===== config.mk =====
export PLATFORM = sky130hd
export DESIGN_NAME = rvh_l1d_req_arb
export DESIGN_NICKNAME = d
export VERILOG_FILES = /design/src/rtl/rvh_l1d_req_arb.sv
export SDC_FILE = /design/constraint.sdc
export NUM_CORES = 1
export LEC_CHECK = 0
export BUFFER_PORTS_ARGS = -buffer_cell sky130_fd_sc_hd__buf_2
export CAP_MARGIN = 20
export CORE_AREA = 2 2 159 161
export DETAILED_ROUTE_END_ITERATION = 6
export DIE_AREA = 0 0 161 163
export PLACE_DENSITY = 0.64
export SETUP_SLACK_MARGIN = 0.2
export SLEW_MARGIN = 20
export SYNTH_ARGS = -nofsm -noshare
export SYNTH_HDL_FRONTEND = slang
export SYNTH_SLANG_ARGS = --single-unit
export TNS_END_PERCENT = 30

===== constraint.sdc =====
create_clock -name clk -period 5.47 [get_ports clk]
set_clock_uncertainty 0.15 [all_clocks]
set_input_delay 0.547 -clock clk [delete_from_list [all_inputs] [get_ports clk]]
set_output_delay 0.547 -clock clk [all_outputs]
set_load 0.05 [all_outputs]

===== src/rtl/rvh_l1d_req_arb.sv =====
// L1D request entry: fixed-priority (PTW > store > load) arbiter into one registered slot, with load starvation override.
// Latency 1 cycle (handshake in N, slot valid in N+1); the slot accepts when it is empty or out_rdy_i=1, else every rdy_o stays low.
module rvh_l1d_req_arb #(
    parameter int unsigned PADDR_WIDTH  = 56,
    parameter int unsigned XLEN         = 64,
    parameter int unsigned TAG_WIDTH    = 8,
    parameter int unsigned STARVE_LIMIT = 8
) (
    input  logic                   clk,
    input  logic                   rst_n,
    input  logic                   ld_req_vld_i,
    output logic                   ld_req_rdy_o,
    input  logic [3:0]             ld_req_opcode_i,
    input  logic [PADDR_WIDTH-1:0] ld_req_paddr_i,
    input  logic [TAG_WIDTH-1:0]   ld_req_tag_i,
    input  logic                   st_req_vld_i,
    output logic                   st_req_rdy_o,
    input  logic [4:0]             st_req_opcode_i,
    input  logic [PADDR_WIDTH-1:0] st_req_paddr_i,
    input  logic [XLEN-1:0]        st_req_data_i,
    input  logic [TAG_WIDTH-1:0]   st_req_tag_i,
    input  logic                   ptw_req_vld_i,
    output logic                   ptw_req_rdy_o,
    input  logic [PADDR_WIDTH-1:0] ptw_req_paddr_i,
    input  logic                   flush_i,
    input  logic                   out_rdy_i,
    output logic                   is_ld_req_vld_o,
    output logic                   is_st_req_vld_o,
    output logic                   is_ptw_req_vld_o,
    output logic [3:0]             ld_req_opcode_o,
    output logic [4:0]             st_req_opcode_o,
    output logic [PADDR_WIDTH-1:0] paddr_o,
    output logic [XLEN-1:0]        data_o,
    output logic [TAG_WIDTH-1:0]   tag_o,
    output logic                   illegal_op_o
);

    localparam int unsigned CNT_W = $clog2(STARVE_LIMIT + 1);
    localparam logic [CNT_W-1:0] CNT_MAX = CNT_W'(STARVE_LIMIT);

    logic                   is_ld_q, is_ld_d;
    logic                   is_st_q, is_st_d;
    logic                   is_ptw_q, is_ptw_d;
    logic [3:0]             ld_op_q, ld_op_d;
    logic [4:0]             st_op_q, st_op_d;
    logic [PADDR_WIDTH-1:0] paddr_q, paddr_d;
    logic [XLEN-1:0]        data_q, data_d;
    logic [TAG_WIDTH-1:0]   tag_q, tag_d;
    logic                   illegal_q, illegal_d;
    logic [CNT_W-1:0]       starve_cnt_q, starve_cnt_d;

    logic slot_vld, accept, ld_ovr;
    logic grant_ld, grant_st, grant_ptw;
    logic ld_legal, st_legal;

    assign slot_vld = is_ld_q | is_st_q | is_ptw_q;
    assign accept   = rst_n & (~slot_vld | out_rdy_i);
    assign ld_legal = (ld_req_opcode_i <= 4'd8);
    assign st_legal = (st_req_opcode_i != 5'd4) && (st_req_opcode_i <= 5'd24);

    // A flushed load can't win, so the override only applies when the load is grantable.
    assign ld_ovr    = ld_req_vld_i & ~flush_i & (starve_cnt_q == CNT_MAX);
    assign grant_ptw = accept & ptw_req_vld_i & ~ld_ovr;
    assign grant_st  = accept & st_req_vld_i & ~ptw_req_vld_i & ~ld_ovr;
    assign grant_ld  = accept & ld_req_vld_i & ~flush_i &
                       (ld_ovr | (~ptw_req_vld_i & ~st_req_vld_i));

    assign ptw_req_rdy_o = grant_ptw;
    assign st_req_rdy_o  = grant_st;
    assign ld_req_rdy_o  = grant_ld;

    always_comb begin
        is_ld_d      = is_ld_q;
        is_st_d      = is_st_q;
        is_ptw_d     = is_ptw_q;
        ld_op_d      = ld_op_q;
        st_op_d      = st_op_q;
        paddr_d      = paddr_q;
        data_d       = data_q;
        tag_d        = tag_q;
        illegal_d    = (grant_ld & ~ld_legal) | (grant_st & ~st_legal);
        starve_cnt_d = starve_cnt_q;

        // Drained or flushed slots are zeroed so outputs read 0 when not valid.
        if (slot_vld && (out_rdy_i || (flush_i && is_ld_q))) begin
            is_ld_d  = 1'b0;
            is_st_d  = 1'b0;
            is_ptw_d = 1'b0;
            ld_op_d  = '0;
            st_op_d  = '0;
            paddr_d  = '0;
            data_d   = '0;
            tag_d    = '0;
        end

        if (grant_ptw) begin
            is_ld_d  = 1'b0;
            is_st_d  = 1'b0;
            is_ptw_d = 1'b1;
            ld_op_d  = '0;
            st_op_d  = '0;
            paddr_d  = ptw_req_paddr_i;
            data_d   = '0;
            tag_d    = '0;
        end else if (grant_st && st_legal) begin
            is_ld_d  = 1'b0;
            is_st_d  = 1'b1;
            is_ptw_d = 1'b0;
            ld_op_d  = '0;
            st_op_d  = st_req_opcode_i;
            paddr_d  = st_req_paddr_i;
            data_d   = st_req_data_i;
            tag_d    = st_req_tag_i;
        end else if (grant_ld && ld_legal) begin
            is_ld_d  = 1'b1;
            is_st_d  = 1'b0;
            is_ptw_d = 1'b0;
            ld_op_d  = ld_req_opcode_i;
            st_op_d  = '0;
            paddr_d  = ld_req_paddr_i;
            data_d   = '0;
            tag_d    = ld_req_tag_i;
        end

        if (!ld_req_vld_i || grant_ld) begin
            starve_cnt_d = '0;
        end else if (accept && !flush_i && starve_cnt_q != CNT_MAX) begin
            starve_cnt_d = starve_cnt_q + 1'b1;
        end
    end

    always_ff @(posedge clk) begin
        if (!rst_n) begin
            is_ld_q      <= 1'b0;
            is_st_q      <= 1'b0;
            is_ptw_q     <= 1'b0;
            ld_op_q      <= '0;
            st_op_q      <= '0;
            paddr_q      <= '0;
            data_q       <= '0;
            tag_q        <= '0;
            illegal_q    <= 1'b0;
            starve_cnt_q <= '0;
        end else begin
            is_ld_q      <= is_ld_d;
            is_st_q      <= is_st_d;
            is_ptw_q     <= is_ptw_d;
            ld_op_q      <= ld_op_d;
            st_op_q      <= st_op_d;
            paddr_q      <= paddr_d;
            data_q       <= data_d;
            tag_q        <= tag_d;
            illegal_q    <= illegal_d;
            starve_cnt_q <= starve_cnt_d;
        end
    end

    assign is_ld_req_vld_o  = is_ld_q;
    assign is_st_req_vld_o  = is_st_q;
    assign is_ptw_req_vld_o = is_ptw_q;
    assign ld_req_opcode_o  = ld_op_q;
    assign st_req_opcode_o  = st_op_q;
    assign paddr_o          = paddr_q;
    assign data_o           = data_q;
    assign tag_o            = tag_q;
    assign illegal_op_o     = illegal_q;

endmodule


* Word-level counts from Yosys, hierarchy flattened
Index checks and enable logic that the tools add are counted.
Storage, ports and cells: bits in registers 145, input port bits 264, output and inout port bits 144, logic and storage cells 81
Cells by class: add/sub/neg operators 1, order comparisons 2, equality and inequality tests 3, mux-type cells 21, bitwise logic cells 27, reduce and logical (&&, ||, !) cells 17
Operators by type and width (count):
- 2-to-1 mux 56 bit | 4
- 2-to-1 mux 64 bit | 3
- 2-to-1 mux 8 bit | 3
- 2-to-1 mux 5 bit | 3
- AND 1 bit | 14
- 2-to-1 mux 4 bit | 2
- inverter 1 bit | 8
- logical AND 1 bit | 7
- 2-to-1 mux 1 bit | 6
- less-or-equal comparator 5 bit (second input constant) | 1
- != test 5 x 3 -> 1 bit (second input constant) | 1
- OR 1 bit | 5
- adder 4 x 1 -> 4 bit (second input constant) | 1
- == test 4 bit (second input constant) | 1
- less-or-equal comparator 4 bit (second input constant) | 1
- != test 4 bit (second input constant) | 1
- nonzero test 4 bit | 1
- OR reduction 2 bit | 2
- nonzero test 3 bit | 1
- OR reduction 3 bit | 1
- logical NOT 1 bit | 2
- logical OR 1 bit | 2
- nonzero test 2 bit | 1

* Depth between registers and ports, before layout
depth after elaboration 12, gate-level depth with buffers 10, depth with buffers taken out 7

* Least setup slack after synthesis
No wires, ideal clock.
path kind reg2out, start point reg is_ptw_q, in the netlist is_ptw_req_vld_o, end point out st_req_rdy_o, arrival time 1.637 ns, required time 4.773 ns, path slack 3.136 ns, stages on the path, launching flop included 4, path buffers 0, path through dfxtp_1 > nor3_1 > o221ai_2 > nor2_1
Between the ends: word-level cells in the longest chain between the ends 7
RTL lines:
- start, declared | RTL line 43 | logic is_ptw_q, is_ptw_d;
- start signal, assigned | RTL line 147 | is_ptw_q <= is_ptw_d;
- OR 1 bit | RTL line 56 | assign slot_vld = is_ld_q | is_st_q | is_ptw_q;
- inverter 1 bit | RTL line 57 | assign accept = rst_n & (~slot_vld | out_rdy_i);
- OR 1 bit | RTL line 57
- AND 1 bit | RTL line 57
- AND 1 bit (3 in series) | RTL line 64 | assign grant_st = accept & st_req_vld_i & ~ptw_req_vld_i & ~ld_ovr;
- end, declared | RTL line 17 | output logic st_req_rdy_o,
Every way passes these cells.

* Final worst setup path
start point reg starve_cnt_q[0], end point reg paddr_q[54], in the netlist paddr_o[54]
Between the ends: word-level cells in the longest chain between the ends 8, elaborated cells on any way between the ends 13, those cells by class 1 x eq/ne; 3 x mux; 6 x bitwise; 3 x reduce/logical
RTL lines:
- start, declared | RTL line 50 | logic [CNT_W-1:0] starve_cnt_q, starve_cnt_d;
- start signal, assigned | RTL line 154 | starve_cnt_q <= starve_cnt_d;
- == test 4 bit (*) | RTL line 62 | assign ld_ovr = ld_req_vld_i & ~flush_i & (starve_cnt_q == CNT_MAX);
- AND 1 bit (*) | RTL line 62
- OR 1 bit | RTL line 66 | (ld_ovr | (~ptw_req_vld_i & ~st_req_vld_i));
- AND 1 bit | RTL line 65 | assign grant_ld = accept & ld_req_vld_i & ~flush_i &
- logical AND 1 bit | RTL line 114 | end else if (grant_ld && ld_legal) begin
- 2-to-1 mux 56 bit | RTL line 114
- 2-to-1 mux 56 bit | RTL line 105 | end else if (grant_st && st_legal) begin
- 2-to-1 mux 56 bit | RTL line 96 | if (grant_ptw) begin
- end signal, assigned | RTL line 150 | paddr_q <= paddr_d;
- end, declared | RTL line 46 | logic [PADDR_WIDTH-1:0] paddr_q, paddr_d;
Every way passes the cells marked *; elsewhere a longest branch is shown, timed or not. A chain may end at the register's enable or synchronous reset.

==> metrics <==
outcome=finished clean; row cnt=just under 60; I/O Pins=408; clock share of power=0.385; crit share post-route=0.561; Slew HR=0.347; hold_buf cts=0; H-tree levels=4; hold path cells=3; # port buffers=roughly 400; Clock Pin Slew Worst Setup and Hold Paths=0.08 ns; most frequent cells in the layout=buf_2 (407), dfxtp_1 (145), a21oi_1 (81); Cells after Synth=around 740; FMAX=between 300 and 400 MHz; Die H=approximately 160 um; WL/cell=about 17 um; post-place setup slack=between 2 and 2.5 ns; max-cap violations=0; CTS Root Cell=clkbuf_16; vias in the first global route=about 6,900; peak supply drop=0.000154 V; clk_lat worst skew=roughly 0.42 ns; Vias=about 7,100; Hold Path Sink=data_o[21]; worst path bufs/invs=2; total CTS buffers=17; Synth Warn #=0; Hold Crit Start=st_req_data_i[21]; Worst Hold Class=in2reg; GPL Wtd Cong=0.845; Reg2Reg Capture Point=paddr_o[54]; Comb pwr share=0.232; worst slew pin tran=between 0.9 and 1 ns; syn_nets=between 1,000 and 1,500; Core Area=24,700 um^2; Initial Util=0.264; fill count=between 2,000 and 3,000; PnR worst setup slack=roughly 2.4 ns; Setup Fix Bufs, Post-CTS=0; RSZ-0062 raised after global routing=false; cell area power density=324 nW/um^2; Die X=around 160 um; Global Route Usage Sum=0.185; CP arrival=roughly 3.2 ns; initial antenna violation count=1; crit path launch type=flip-flop; setup TNS=0 ns; syn avg cell area=roughly 9 um^2; Flop pwr share=0.383; largest net degree at the start of global routing=85; Initial DRC Count=roughly 600; FF/Latch Area=between 2000 and 3000 um^2; CP Max Fanout=a little over 50; FF-to-FF Start=starve_cnt_q[0]; Setup-failing EPs final=0; slowest CP cell=buf_4; CTS tree=built; net switching power of the design=approximately 0.0011 W; synth-to-layout area growth=43.0%; Yosys top cell by area=dfxtp_1; Seq/Total Area, Yosys=0.446; Design Power=~0.003 W; Final Max Tran Viols=0; crit end category=flip-flop; DR vias/cell=4.92; Net Sw Frac=0.354; FF+latch count, synth=145; Post-DRT Antenna Nets=0; first-pass GRT wire length=around 38,000 um; Multi-input gate area=around 3100 um^2; DRC viols=0; fin nets=1,366; Static Leak=4.03 nW; ranking of synthesized cells by area=dfxtp_1 (45%), a221oi_2 (12%), a22oi_1 (7.0%); layout cells sized above 1=0.461; Critical Path, Cell by Cell=inv_1 > ha_1 > nand3b_1 > o221ai_2 > or3_2 > a21oi_4 > buf_4 > a221oi_1; Int Pwr=0.00195 W; full die area=26,200 um^2; most common cell after layout, fill and taps aside=buf_2; synthesized area=about 6500 um^2; clk sinks=between 100 and 150; drt pass-1 iters=5; DRT Wirelength=25,300 um; HPWL Detailed=17,800 um; Crit path largest cell delay=~0.73 ns; r2r worst-path depth=8; minimum clock period after layout=3.07 ns; maximum root-to-sink buffer count=2; gr ovfl total=0; final hold vios=0; post-CTS sizing=0; WS Path Type=reg2reg; reg2reg setup slack=2.40 ns; share of the synthesized area in the top cell type=0.446; hold_ws=around 0.20 ns; Yosys cell types=42; CP delay by family, top=buffers and inverters; CP required=~5.6 ns
registers in the layout (all words and copies together) (netlist names):
register / flops
data_o: 64
paddr_o: 56
tag_o: 8
st_req_opcode_o: 5
ld_req_opcode_o: 4
starve_cnt_q: 4
illegal_op_o: 1
is_ld_req_vld_o: 1
is_ptw_req_vld_o: 1
is_st_req_vld_o: 1
synth_stat cells:
cell type and count:
dfxtp_1 145, a21oi_1 81, nand3_1 80, nand2_1 74
a22oi_1 61, inv_1 57, o21ai_0 53, a221oi_2 50
buf_2 30, clkbuf_1 28, nor2_1 11, buf_4 8
nor3_1 6, a222oi_1 5, buf_1 5, o21ai_1 4
a221oi_1 3, and2_1 3, o41ai_1 3, xnor2_1 3
buf_6 2, ha_1 2, nor3_2 2, or3_1 2
a21boi_1 1, a21o_1 1, a21oi_2 1, a21oi_4 1
a2bb2oi_2 1, a32o_1 1, clkinv_1 1, mux2i_1 1
nand2b_1 1, nand3b_1 1, nor4b_4 1, o211ai_1 1
o21ai_2 1, o221ai_1 1, o221ai_2 1, o311ai_1 1
or2_2 1, or4b_1 1
worst max-delay path by stage:
stage	start	to	slack [ns]	depth (start not counted)
floorplan	is_ptw_req_vld_o	st_req_rdy_o	3.14	3
global placement	st_req_opcode_i[4]	paddr_o[10]	2.10	7
detailed placement	ld_req_opcode_i[0]	paddr_o[12]	2.07	7
CTS	starve_cnt_q[0]	paddr_o[54]	2.41	8
global route	starve_cnt_q[0]	paddr_o[2]	2.22	8
finish	starve_cnt_q[0]	paddr_o[54]	2.40	8
stage by stage:
stage / utilization / cell area [um^2] / instances
after detailed placement: 0.354 / 8730 / 1411
after floorplan: - / 6510 / 736
after CTS: 0.377 / 9310 / 1443
final: 0.377 / 9310 / 1444
after global routing: 0.377 / 9310 / 1444
after global placement: 0.354 / 8730 / 1411
cell families after synthesis:
group / count (synthesis) / synth area share
compound gates: 271 / 0.325
xor+xnor: 3 / 0.00404
fa+ha+maj: 2 / 0.00384
buf+inv: 131 / 0.0882
flops: 145 / 0.446
mux: 1 / 0.00154
simple gates: 183 / 0.131
tightest hold or removal path: cells and delay by family:
kind | cells | cell delay [ns]
buffers and inverters | 1 | 0.09
AND/OR/NAND/NOR | 1 | 0.05
AO/OA/AOI/OAI | 1 | 0.05
per-layer routing:
metal  share of wire  track usage  up-vias
met1            0.42        0.226     3318
met4           0.017       0.0605        0
met5               0            0        -
li1                -            -     3400
met2            0.49        0.316      352
met3           0.077       0.0494       30
power by group through the flow:
stage	Sequential (W)	Clock [W]	Combinational (W)
after floorplan	0.00140	0	0.000251
after global placement	0.00118	0	0.000701
after detailed placement	0.00118	0	0.000704
after CTS	0.00116	0.00120	0.000706
after global routing	0.00116	0.00125	0.000744
final	0.00116	0.00116	0.000699
cell type report:
| type | count | area share |
|---|---|---|
| inverters | 58 | 0.0234 |
| diodes | 1 | 0.000269 |
| flip-flops and latches | 145 | 0.312 |
| clock buffers | 18 | 0.0472 |
| multi-input cells | 460 | 0.330 |
| repair buffers | 418 | 0.228 |
| clock inverters | 14 | 0.0151 |
| well taps | 330 | 0.0444 |
Power figures use the tool's default switching activity.
